**src/rtl/mdu_seq.sv**
```systemverilog
// Sequential unsigned multiply/divide unit: shift-add multiply and restoring divide,
// one iteration per cycle over 32 cycles, sharing a single 33-bit adder.
module mdu_seq #(
    parameter int WIDTH = 32
) (
    input  logic             clk,
    input  logic             reset,
    input  logic             start,
    input  logic [1:0]       op,
    input  logic [WIDTH-1:0] srca,
    input  logic [WIDTH-1:0] srcb,
    output logic             busy,
    output logic             done,
    output logic [WIDTH-1:0] result
);

    typedef enum logic [1:0] {
        ST_IDLE = 2'd0,
        ST_RUN  = 2'd1,
        ST_DONE = 2'd2
    } state_t;

    state_t             state_r;
    state_t             state_nxt_s;
    logic [4:0]         cnt_r;
    logic [1:0]         op_r;
    logic [WIDTH-1:0]   opb_r;
    logic [WIDTH-1:0]   hi_r;
    logic [WIDTH-1:0]   lo_r;
    logic [WIDTH-1:0]   result_r;
    logic               busy_r;
    logic               done_r;

    logic               accept_s;
    logic [WIDTH:0]     rem_sh_s;
    logic [WIDTH:0]     add_a_s;
    logic [WIDTH:0]     add_b_s;
    logic               add_cin_s;
    logic [WIDTH+1:0]   add_res_s;
    logic [WIDTH-1:0]   hi_nxt_s;
    logic [WIDTH-1:0]   lo_nxt_s;
    logic [WIDTH-1:0]   res_sel_s;

    assign busy   = busy_r;
    assign done   = done_r;
    assign result = result_r;

    // Next-state logic; start is only honoured outside RUN.
    always_comb begin
        state_nxt_s = state_r;
        accept_s    = 1'b0;
        case (state_r)
            ST_IDLE: begin
                if (start) begin
                    state_nxt_s = ST_RUN;
                    accept_s    = 1'b1;
                end else begin
                    state_nxt_s = ST_IDLE;
                end
            end
            ST_RUN: begin
                if (cnt_r == 5'd31) begin
                    state_nxt_s = ST_DONE;
                end else begin
                    state_nxt_s = ST_RUN;
                end
            end
            ST_DONE: begin
                if (start) begin
                    state_nxt_s = ST_RUN;
                    accept_s    = 1'b1;
                end else begin
                    state_nxt_s = ST_IDLE;
                end
            end
            default: begin
                state_nxt_s = ST_IDLE;
            end
        endcase
    end

    // One iteration: the adder either accumulates the multiplicand or trial-subtracts the divisor.
    // For divide, the adder's carry-out is the "remainder >= divisor" flag (subtract as add of ~b + 1).
    always_comb begin
        rem_sh_s = {hi_r, lo_r[WIDTH-1]};
        if (op_r[1]) begin
            add_a_s   = rem_sh_s;
            add_b_s   = ~{1'b0, opb_r};
            add_cin_s = 1'b1;
        end else begin
            add_a_s   = {1'b0, hi_r};
            add_b_s   = lo_r[0] ? {1'b0, opb_r} : '0;
            add_cin_s = 1'b0;
        end
        add_res_s = {1'b0, add_a_s} + {1'b0, add_b_s} + {{(WIDTH+1){1'b0}}, add_cin_s};
        if (op_r[1]) begin
            hi_nxt_s = add_res_s[WIDTH+1] ? add_res_s[WIDTH-1:0] : rem_sh_s[WIDTH-1:0];
            lo_nxt_s = {lo_r[WIDTH-2:0], add_res_s[WIDTH+1]};
        end else begin
            hi_nxt_s = add_res_s[WIDTH:1];
            lo_nxt_s = {add_res_s[0], lo_r[WIDTH-1:1]};
        end
        case (op_r)
            2'b00:   res_sel_s = lo_nxt_s;
            2'b01:   res_sel_s = hi_nxt_s;
            2'b10:   res_sel_s = lo_nxt_s;
            2'b11:   res_sel_s = hi_nxt_s;
            default: res_sel_s = '0;
        endcase
    end

    // State, operand capture, iteration and result registers.
    always_ff @(posedge clk) begin
        if (reset) begin
            state_r  <= ST_IDLE;
            cnt_r    <= 5'd0;
            op_r     <= 2'b00;
            opb_r    <= '0;
            hi_r     <= '0;
            lo_r     <= '0;
            result_r <= '0;
            busy_r   <= 1'b0;
            done_r   <= 1'b0;
        end else begin
            state_r <= state_nxt_s;
            busy_r  <= (state_nxt_s == ST_RUN);
            done_r  <= (state_nxt_s == ST_DONE);
            if (accept_s) begin
                op_r  <= op;
                opb_r <= srcb;
                hi_r  <= '0;
                lo_r  <= srca;
                cnt_r <= 5'd0;
            end else if (state_r == ST_RUN) begin
                hi_r  <= hi_nxt_s;
                lo_r  <= lo_nxt_s;
                cnt_r <= cnt_r + 5'd1;
                if (cnt_r == 5'd31) begin
                    result_r <= res_sel_s;
                end
            end
        end
    end

endmodule

```
**config.mk**
```make
export PLATFORM = sky130hd
export DESIGN_NAME = mdu_seq
export DESIGN_NICKNAME = d
export VERILOG_FILES = /design/src/rtl/mdu_seq.sv
export SDC_FILE = /design/constraint.sdc
export NUM_CORES = 1
export LEC_CHECK = 0
export ABC_CLOCK_PERIOD_IN_PS = 6100
export CAP_MARGIN = 20
export CORE_MARGIN = 2
export CORE_UTILIZATION = 37
export DETAILED_ROUTE_END_ITERATION = 8
export PLACE_DENSITY = 0.65
export SLEW_MARGIN = 0
export SYNTH_ARGS = -nofsm -noshare
export SYNTH_HDL_FRONTEND = slang
export SYNTH_SLANG_ARGS = --single-unit
```
**constraint.sdc**
```tcl
create_clock -name clk -period 6.1 [get_ports clk]
set_input_delay 1.22 -clock clk [delete_from_list [all_inputs] [get_ports clk]]
set_output_delay 1.22 -clock clk [all_outputs]
set_load 0.1 [all_outputs]
```
==> impl_metrics.env <==
export IMPL_status="finished, final reports clean"
export IMPL_max_stage_delay_ns=0.70
export IMPL_cts_resized_gates=0
export IMPL_ys_ff_latch=139
export IMPL_dieArea_um2=25830
export IMPL_grt_setup_unrepaired="no"
export IMPL_grt_pass1_vias=8158
export IMPL_firstDrtPassIters=5
export IMPL_num_io_pins=103
export IMPL_ir_drop_uv=132.6
export IMPL_synth_cells=1194
export IMPL_clk_path_buf_depth=2
export IMPL_grt_use_total_pct=22.09
export IMPL_synth_compound_area_share_pct=29.11
export IMPL_fin_crit_sh_pct=77.29
export IMPL_synth_edf_count=0
export IMPL_core_area_um2=24250
export IMPL_synthAdderAreaFrac_pct=4.984
export IMPL_power_frac_seq_pct=39.2
export IMPL_overflow=0
export IMPL_maxCapViolCount=0
export IMPL_final_cells=1568
export IMPL_cts_htree_levels=4
export IMPL_drc=0
export IMPL_dp_hpwl_um=20690
export IMPL_cts_root_buf="clkbuf_16"
export IMPL_grt_max_degree=75
export IMPL_wl_met1_um=14630
export IMPL_grt_pass1_wl_um=45900
export IMPL_final_antenna_net_count=0
export IMPL_worst_skew_pair_late_latency_ns=0.43
export IMPL_start_util_pct=37.48
export IMPL_worstPathRequired_ns=6.43
export IMPL_synth_top_family_by_area="compound AO/OA/AOI/OAI gates"
export IMPL_fin_skew_ns=0.008298
export IMPL_met3_length_um=2171
export IMPL_routed_wl_um=28880
export IMPL_switchingPower_uw=751.3
export IMPL_layout_common_cells="142 x nand2_1, 138 x dfxtp_1, 125 x nor2_1"
export IMPL_design_area_um2=10850
export IMPL_cp_max_fo=73
export IMPL_avgRoutedWirePerCell_um=18.42
export IMPL_synthMuxAreaShare_pct=6.939
export IMPL_cts_sinks=139
export IMPL_clk_pin_slew_ns=0.06
export IMPL_postCtsSetupBuffers=0
export IMPL_fin_tns_setup_ns=0
export IMPL_setup_violations=0
export IMPL_cp_arrival_ns=5.04
export IMPL_yosys_warnings=0
export IMPL_finalWeightedCongestion=0.9141
export IMPL_seq_area_frac_synth_pct=30.62
export IMPL_tightestPinTransition_ns=1.057
export IMPL_syn_num_nets=1298
export IMPL_placed_cell_area_um2=10250
export IMPL_highest_layer="met4"
export IMPL_nNetsFinal=1336
export IMPL_synthFlopType="dfxtp_1"
export IMPL_cts_hold_buf=0
export IMPL_crit_type="reg -> reg"
export IMPL_cts_tree="built"
export IMPL_crit_path_frequent_cell="o21ai_0"
export IMPL_slew_violations=0
export IMPL_switching_share_pct=29.87
export IMPL_cp_start_kind="flip-flop"
export IMPL_drt_iter0_drc=971
export IMPL_r2r_start="op_r[1]"
export IMPL_drive_gt1_share_pct=8.762
export IMPL_die_x_um=160.7
export IMPL_reg2reg_depth=10
export IMPL_synthToLayoutAreaGrowth_pct=19.36
export IMPL_portBuffers=102
export IMPL_crit_family="compound AO/OA/AOI/OAI gates"
export IMPL_cp_slowest_cell="inv_2"
export IMPL_cts_buffers=17
export IMPL_rr_endpoint="result[2]"
export IMPL_endpoint="result[2]"
export IMPL_diodes=0
export IMPL_p_leak_nw=3.948
export IMPL_critPathCaptureType="flip-flop"
export IMPL_synth_cell_types=77
export IMPL_hp_class="reg -> reg"
export IMPL_internal_power_mw=1.764
export IMPL_pwr_share_clk_pct=43.1
export IMPL_relSlewSlack_pct=29.27
export IMPL_total_power_mw=2.515
export IMPL_r2r_slack_ns=1.39
export IMPL_hold_viol_final=0
export IMPL_cp_startpoint="op_r[1]"
export IMPL_layout_commonest_cell="nand2_1"
export IMPL_vias=9047
export IMPL_synthSimpleGateAreaFrac_pct=20.31
export IMPL_crit_chain="inv_2 > o21ai_0 > ha_1 > a21oi_1 > o21ai_0 > a211oi_2 > a311o_1 > nand3_1 > o211a_1 > o221a_2"
export IMPL_num_rows=57
export IMPL_cellPowerDensity_nw_per_um2=231.9
export IMPL_die_y_um=160.7
export IMPL_synth_area_per_cell_um2=7.611
export IMPL_fmax_ghz=0.2121
export IMPL_whs_path_depth=2
export IMPL_async_flop_share_pct=0
export IMPL_dp_cells=1537
export IMPL_syn_area_um2=9087
export IMPL_wl_met2_um=11760
export IMPL_antenna_found_initial=0
export IMPL_cp_num_buf_inv=1
export IMPL_crit_cells=10
export IMPL_synth_xor_area_share_pct=2.602
export IMPL_vias_per_cell=5.770
export IMPL_final_min_clock_period_ns=4.715
export IMPL_comb_power_share_pct=17.8
## cell families after synthesis
family	after synthesis
xor gates and xnor gates	27
buffers and inverters	122
muxes	59
and+or+nand+nor	408
AOI/OAI and AO/OA	404
DFF	139
adders and majority gates	35
## worst min path at each step
stage / start / to / slack (ns)
after detailed placement: cnt_r[4] / cnt_r[4] / 0.46
after CTS: cnt_r[4] / cnt_r[4] / 0.46
after global placement: cnt_r[4] / cnt_r[4] / 0.45
after floorplan: cnt_r[4] / cnt_r[4] / 0.44
final: cnt_r[4] / cnt_r[4] / 0.46
after global routing: opb_r[2] / opb_r[2] / 0.49
## area by class of cell
class / count / area [um^2]
repair buffers: 118 / 1149
well taps: 324 / 405.4
flip-flops and latches: 139 / 2786
multi-input cells: 933 / 5826
clock inverters: 13 / 165.2
fillers: 2461 / 13400
clock buffers: 18 / 429.2
inverters: 23 / 86.33
## power by group through the flow
stage	clock network (mW)	registers (mW)	logic, mW
after floorplan	0	0.992	0.303
after global placement	0	1.00	0.436
after detailed placement	0	1.00	0.441
after CTS	1.10	0.984	0.442
after global routing	1.13	0.990	0.488
final	1.08	0.985	0.447
## metal layers
layer,up-vias,GRT usage [%]
met5,-,0
met3,27,4.313
met2,355,31.05
met1,4205,34.33
li1,4460,-
met4,0,4.992
## synthesized netlist by cell type, drive strengths merged, types with 17 or more instances
cell type	count	share of area [%]
nand3	55	3.0
dfxtp	139	31
clkbuf	73	3.0
o21ai	111	6.1
mux2i	27	3.0
xnor2	17	1.6
a221oi	29	2.8
inv	23	0.95
mux2	32	4.0
nand2	143	5.9
a21oi	117	6.4
buf	26	1.5
ha	33	4.5
nor2	126	5.2
## metrics by stage
stage | hold WS (ns) | utilization, % | worst slack, ns
3_3_place_gp | 0.4477 | 42.20 | 1.554
6_report | 0.4602 | 44.73 | 1.385
5_1_grt | 0.4874 | 44.73 | 0.9433
2_1_floorplan | 0.4406 | - | 1.752
3_5_place_dp | 0.4561 | 42.28 | 1.500
4_1_cts | 0.4644 | 44.73 | 1.492
## tightest hold or removal path: cells and delay by family (launching register included)
kind / cells / cell delay, ns
flip-flops: 1 / 0.31
AND/OR/NAND/NOR: 1 / 0.05
AO/OA/AOI/OAI: 1 / 0.05
## sequential cells by signal, indices dropped and copies added, names as in the netlist
register	cells
busy	1
cnt_r	5
done	1
hi_r	32
lo_r	32
op_r	2
opb_r	32
result	32
state_r	2
No activity file was read; power rests on OpenSTA's default activity.
